File: src/rtl/rc5_key_schedule.sv
// RC5 key expansion: packs the key into L, fills S from P/Q, then runs 3*max(T,C) mix steps.
// done fires 1+T+N cycles after the start edge; start is ignored unless IDLE; s_data has 1-cycle latency.
module rc5_key_schedule #(
    parameter int W = 32,
    parameter int B = 16,
    parameter int R = 12
) (
    input  logic                         clk,
    input  logic                         rst,
    input  logic                         start,
    input  logic [8*B-1:0]               key,
    input  logic [W-1:0]                 pW,
    input  logic [W-1:0]                 qW,
    output logic                         busy,
    output logic                         done,
    input  logic [$clog2(2*R+2)-1:0]     s_addr,
    output logic [W-1:0]                 s_data
);

    localparam int T  = 2 * R + 2;
    localparam int U  = W / 8;
    localparam int CR = (B + U - 1) / U;
    localparam int C  = (CR < 1) ? 1 : CR;
    localparam int N  = 3 * ((T > C) ? T : C);
    localparam int AW = $clog2(T);
    localparam int CW = (C > 1) ? $clog2(C) : 1;
    localparam int NW = $clog2(N);
    localparam int LW = $clog2(W);

    typedef enum logic [2:0] {IDLE, LOAD, INIT, MIX, DONE} state_t;

    state_t         state_q, state_d;
    logic [W-1:0]   s_q [T];
    logic [W-1:0]   l_q [C];
    logic [W-1:0]   a_q, b_q, p_q, q_q, run_q, s_data_q;
    logic [AW-1:0]  i_q;
    logic [CW-1:0]  j_q;
    logic [NW-1:0]  cnt_q;
    logic [C*W-1:0] key_pad;
    logic [W-1:0]   a_new, ab_sum, b_new;

    function automatic logic [W-1:0] rotl(input logic [W-1:0] x, input logic [LW-1:0] n);
        logic [2*W-1:0] t;
        t = {x, x} << n;
        return t[2*W-1:W];
    endfunction

    always_comb begin
        key_pad            = '0;
        key_pad[8*B-1:0]   = key;
    end

    // One mix step: S-side rotate by 3, then L-side data-dependent rotate.
    always_comb begin
        a_new  = rotl(s_q[i_q] + a_q + b_q, LW'(3));
        ab_sum = a_new + b_q;
        b_new  = rotl(l_q[j_q] + ab_sum, ab_sum[LW-1:0]);
    end

    always_comb begin
        state_d = state_q;
        busy    = 1'b0;
        done    = 1'b0;
        case (state_q)
            IDLE: if (start) state_d = LOAD;
            LOAD: begin
                busy    = 1'b1;
                state_d = INIT;
            end
            INIT: begin
                busy = 1'b1;
                if (i_q == AW'(T - 1)) state_d = MIX;
            end
            MIX: begin
                busy = 1'b1;
                if (cnt_q == NW'(N - 1)) state_d = DONE;
            end
            DONE: begin
                done    = 1'b1;
                state_d = IDLE;
            end
            default: state_d = IDLE;
        endcase
    end

    always_ff @(posedge clk) begin
        if (rst) state_q <= IDLE;
        else     state_q <= state_d;
    end

    always_ff @(posedge clk) begin
        if (rst) begin
            for (int k = 0; k < T; k++) s_q[k] <= '0;
            for (int k = 0; k < C; k++) l_q[k] <= '0;
            a_q      <= '0;
            b_q      <= '0;
            p_q      <= '0;
            q_q      <= '0;
            run_q    <= '0;
            i_q      <= '0;
            j_q      <= '0;
            cnt_q    <= '0;
            s_data_q <= '0;
        end else begin
            s_data_q <= ({1'b0, s_addr} < (AW + 1)'(T)) ? s_q[s_addr] : '0;
            case (state_q)
                IDLE: if (start) begin
                    // Key is packed straight into L on capture; no separate key register needed.
                    p_q <= pW;
                    q_q <= qW;
                    for (int k = 0; k < C; k++) l_q[k] <= key_pad[k*W +: W];
                end
                LOAD: begin
                    a_q   <= '0;
                    b_q   <= '0;
                    i_q   <= '0;
                    j_q   <= '0;
                    cnt_q <= '0;
                    run_q <= p_q;
                end
                INIT: begin
                    s_q[i_q] <= run_q;
                    run_q    <= run_q + q_q;
                    i_q      <= (i_q == AW'(T - 1)) ? '0 : i_q + AW'(1);
                end
                MIX: begin
                    s_q[i_q] <= a_new;
                    l_q[j_q] <= b_new;
                    a_q      <= a_new;
                    b_q      <= b_new;
                    i_q      <= (i_q == AW'(T - 1)) ? '0 : i_q + AW'(1);
                    j_q      <= (j_q == CW'(C - 1)) ? '0 : j_q + CW'(1);
                    cnt_q    <= cnt_q + NW'(1);
                end
                default: ;
            endcase
        end
    end

    assign s_data = s_data_q;

endmodule
File: config.mk
export PLATFORM = sky130hd
export DESIGN_NAME = rc5_key_schedule
export DESIGN_NICKNAME = d
export VERILOG_FILES = /design/src/rtl/rc5_key_schedule.sv
export SDC_FILE = /design/constraint.sdc
export NUM_CORES = 2
export LEC_CHECK = 0
export ABC_AREA = 0
export CORE_ASPECT_RATIO = 0.7
export CORE_MARGIN = 5
export CORE_UTILIZATION = 45
export CTS_CLUSTER_SIZE = 24
export DETAILED_ROUTE_END_ITERATION = 10
export PLACE_DENSITY_LB_ADDON = 0.05
export SLEW_MARGIN = 20
export SYNTH_ARGS = -nofsm -noshare
export SYNTH_HDL_FRONTEND = slang
export SYNTH_SLANG_ARGS = --single-unit
File: constraint.sdc
create_clock -name clk -period 25.9 [get_ports clk]
set_input_delay 5.18 -clock clk [delete_from_list [all_inputs] [get_ports clk]]
set_output_delay 5.18 -clock clk [all_outputs]
set_load 0.05 [all_outputs]
==> results.json <==
{
  "io-pin-count": 234,
  "final_core_util": 0.5100,
  "synth_edf_count": 1152,
  "worst_pin_slew_ps": 1192,
  "fp.dieArea_sq_um": 172100,
  "syn_inst": 5703,
  "rows": 124,
  "fin_skew_ps": 46.51,
  "reg2reg_depth": 45,
  "finalSetupViolCount": 0,
  "path_clk_slew_ps": 60,
  "area.sequential_sq_um": 38930,
  "overflow": 0,
  "cts_resized": 0,
  "max_freq_ghz": 0.06185,
  "crit_required_ps": 26370,
  "via_per_inst": 6.558,
  "drive_gt1_frac": 0.1904,
  "crit_type": "flip-flop to flip-flop",
  "slowest_stage": "a31oi_1",
  "cts_htree_levels": 4,
  "wl_per_cell_um": 33.64,
  "cp-start-kind": "flip-flop",
  "yosysSeqAreaShare": 0.5279,
  "grt_max_degree": 109,
  "numCtsBuffers": 143,
  "drc_errors": 0,
  "port_buffers": 233,
  "ys_ff_latch": 1368,
  "die-height_um": 348.6,
  "ys_async_sr_fraction": 0,
  "p_per_area_nw_per_um2": 71.02,
  "start_util": 0.4521,
  "track_usage": 0.3107,
  "grt_pass1_wl_mm": 382.2,
  "min_period_ps": 16170,
  "cts_tree": "yes",
  "min_to": "a_q[23]",
  "synth_cell_type_count": 94,
  "drt_iter0_drc": 7566,
  "antenna_found_initial": 2,
  "whs_path_depth": 2,
  "finalCritPeriodShare": 0.6243,
  "cp-end-kind": "flip-flop",
  "hold_path_class": "flip-flop to flip-flop",
  "ant_nets": 0,
  "first_global_vias": 49930,
  "drt_pass1_iterations": 8,
  "timing.final.hold_violations": 0,
  "gp_congestion": 0.9644,
  "hpwl_mm": 172.3,
  "leakage_nw": 29.14,
  "vdd_ir_drop_max_mv": 0.05195,
  "synth_nets": 6070,
  "cts-root-buf": "clkbuf_16",
  "die_w_um": 493.8,
  "cts.sinks": 1368,
  "postCtsSetupRepairBufs": 0,
  "cts_max_path_buffers": 3,
  "synth_area_leaders": "edfxtp_1 (47%), mux4_2 (18%), dfxtp_1 (5.9%)",
  "worstPathArrival_ps": 16640,
  "cap_violations": 0,
  "core_area_sq_um": 163100,
  "synth_ff_type": "edfxtp_1",
  "rr_endpoint": "l_q[0][9]",
  "hold_buffers": 0,
  "rsz0062_at_grt": "false",
  "ys_warn_count": 0,
  "setup-tns-final_ps": 0,
  "finalMaxSlewViolations": 0,
  "synth.top_cell.area_share": 0.4693,
  "min_from": "a_q[23]",
  "worst_path_largest_cell_delay_ps": 880,
  "r2r_slack_ps": 9730,
  "multi_input_area_sq_um": 33140,
  "cp_max_fo": 59,
  "postSynthAreaPerCell_sq_um": 12.93,
  "synth_area_sq_um": 73720,
  "syn2layout_area_growth_pct": 12.82,
  "slew_headroom": 0.2055,
  "wl_mm": 271.5,
  "vias": 52940,
  "antenna_cells": 0,
  "num-fill-cells": 13940,
  "nNetsFinal": 6118,
  "clk-insertion-delay-late_ps": 810,
  "outcome": "finished, final reports clean",
  "synth_top_cell_by_area": "edfxtp_1"
}
## report_power, final
group	internal, W	switching, W
clock	0.00117	0.000920
combinational	0.000431	0.000851
sequential	0.00248	0.0000632
total	0.00407	0.00183
## through the flow
step / setup slack [ps] / hold slack [ps] / power [W] / instance area [sq um] / std cells
4_1_cts: 10350 / 453.0 / 0.005888 / 83160 / 8073
6_report: 9732 / 445.6 / 0.005907 / 83170 / 8073
5_1_grt: 8970 / 474.8 / 0.006087 / 83170 / 8073
2_1_floorplan: 13970 / 422.5 / 0.003346 / 73720 / 5703
3_5_place_dp: 10430 / 444.5 / 0.003817 / 78560 / 7811
3_3_place_gp: 10640 / 434.0 / 0.003814 / 78560 / 7811
## critical path: cells and delay by family (launching register included)
| family | cells | cell delay [ps] |
|---|---|---|
| XOR/XNOR | 4 | 750 |
| AO/OA/AOI/OAI | 22 | 7630 |
| flip-flops | 1 | 790 |
| buffers and inverters | 3 | 1910 |
| AND/OR/NAND/NOR | 7 | 1030 |
| multiplexers | 3 | 1280 |
| adder cells (fa/ha/maj) | 6 | 2240 |
## synthesized netlist by cell type, types with 11 or more instances
cell	instances
xnor2_1	74
clkbuf_1	385
o21ai_0	192
o221ai_1	60
xor2_1	38
a22oi_1	27
nor2b_1	15
mux2i_1	171
a21boi_1	12
edfxtp_1	1152
o21bai_1	16
mux4_2	585
and2_1	30
a211oi_1	21
o211ai_1	16
a31oi_1	22
ha_1	132
a21o_1	79
nand2b_1	50
a311oi_1	25
dfxtp_1	216
a221o_1	13
fa_1	35
nand2_1	295
a22o_1	128
o22ai_1	38
inv_1	102
nand3_1	33
mux2_2	31
buf_1	67
nor2_1	1098
nand4_1	11
a21oi_1	221
o21a_1	27
o21ai_1	27
nor3_1	67
## sequential cells by signal, indices dropped and copies added (netlist names), 32 cells and up, named ones only
register  flops
s_q        1024
run_q        32
q_q          32
l_q         128
a_q          32
s_data       32
p_q          32
b_q          32
## layout make-up
cell class / instances / share of cell area
clock buffers: 190 / 0.04689
well taps: 2205 / 0.03317
multi-input cells: 3769 / 0.3985
flip-flops and latches: 1368 / 0.4682
inverters: 105 / 0.004739
repair buffers: 364 / 0.04014
clock inverters: 72 / 0.008440
## how the worst max path moves through the flow
stage / slack (ps) / from / endpoint / depth (start not counted)
floorplan: 13970 / flip-flop / l_q[0][20] / 50
global placement: 10640 / flip-flop / l_q[1][9] / 43
detailed placement: 10430 / flip-flop / l_q[3][24] / 41
CTS: 10350 / flip-flop / l_q[3][24] / 43
global route: 8970 / flip-flop / l_q[0][9] / 45
finish: 9730 / flip-flop / l_q[0][9] / 45
## routing by layer
layer	wire, um	up-vias	share of wire	track usage
met5	0	-	0	0
met4	6105	0	0.022	0.07201
met3	32810	356	0.12	0.08208
met2	111200	3195	0.41	0.4248
met1	121500	27390	0.45	0.4919
li1	-	22000	-	-
## cells in the final DEF (no fill, tap or decap), drive strengths merged, types with 22 or more instances in the layout
master / instances
o22ai: 40
and2: 34
a21o: 79
ha: 132
edfxtp: 1152
a22oi: 28
nand2: 295
a311oi: 26
a22o: 128
nand2b: 50
nor2: 1099
a31oi: 22
clkinv: 51
a21oi: 225
o221ai: 60
mux2i: 175
o21a: 27
nand3: 33
xor2: 39
nor3: 67
clkdlybuf4s50: 227
o21ai: 219
inv: 111
dfxtp: 216
mux2: 32
buf: 137
xnor2: 76
fa: 35
clkbuf: 190
mux4: 585
## kinds of logic (layout without fill, tap and decap cells)
group                      count (synthesis)  after routing  synth area share
AOI/OAI and AO/OA                       1038           1038           0.09721
xor gates and xnor gates                 115            115           0.01397
adders and majority gates                167            167           0.03191
buffers and inverters                    566            731           0.02906
DFF                                     1368           1368            0.5279
muxes                                    792            792            0.2076
and+or+nand+nor                         1657           1657           0.09228
Note: power is estimated with default switching activity, not from simulation.
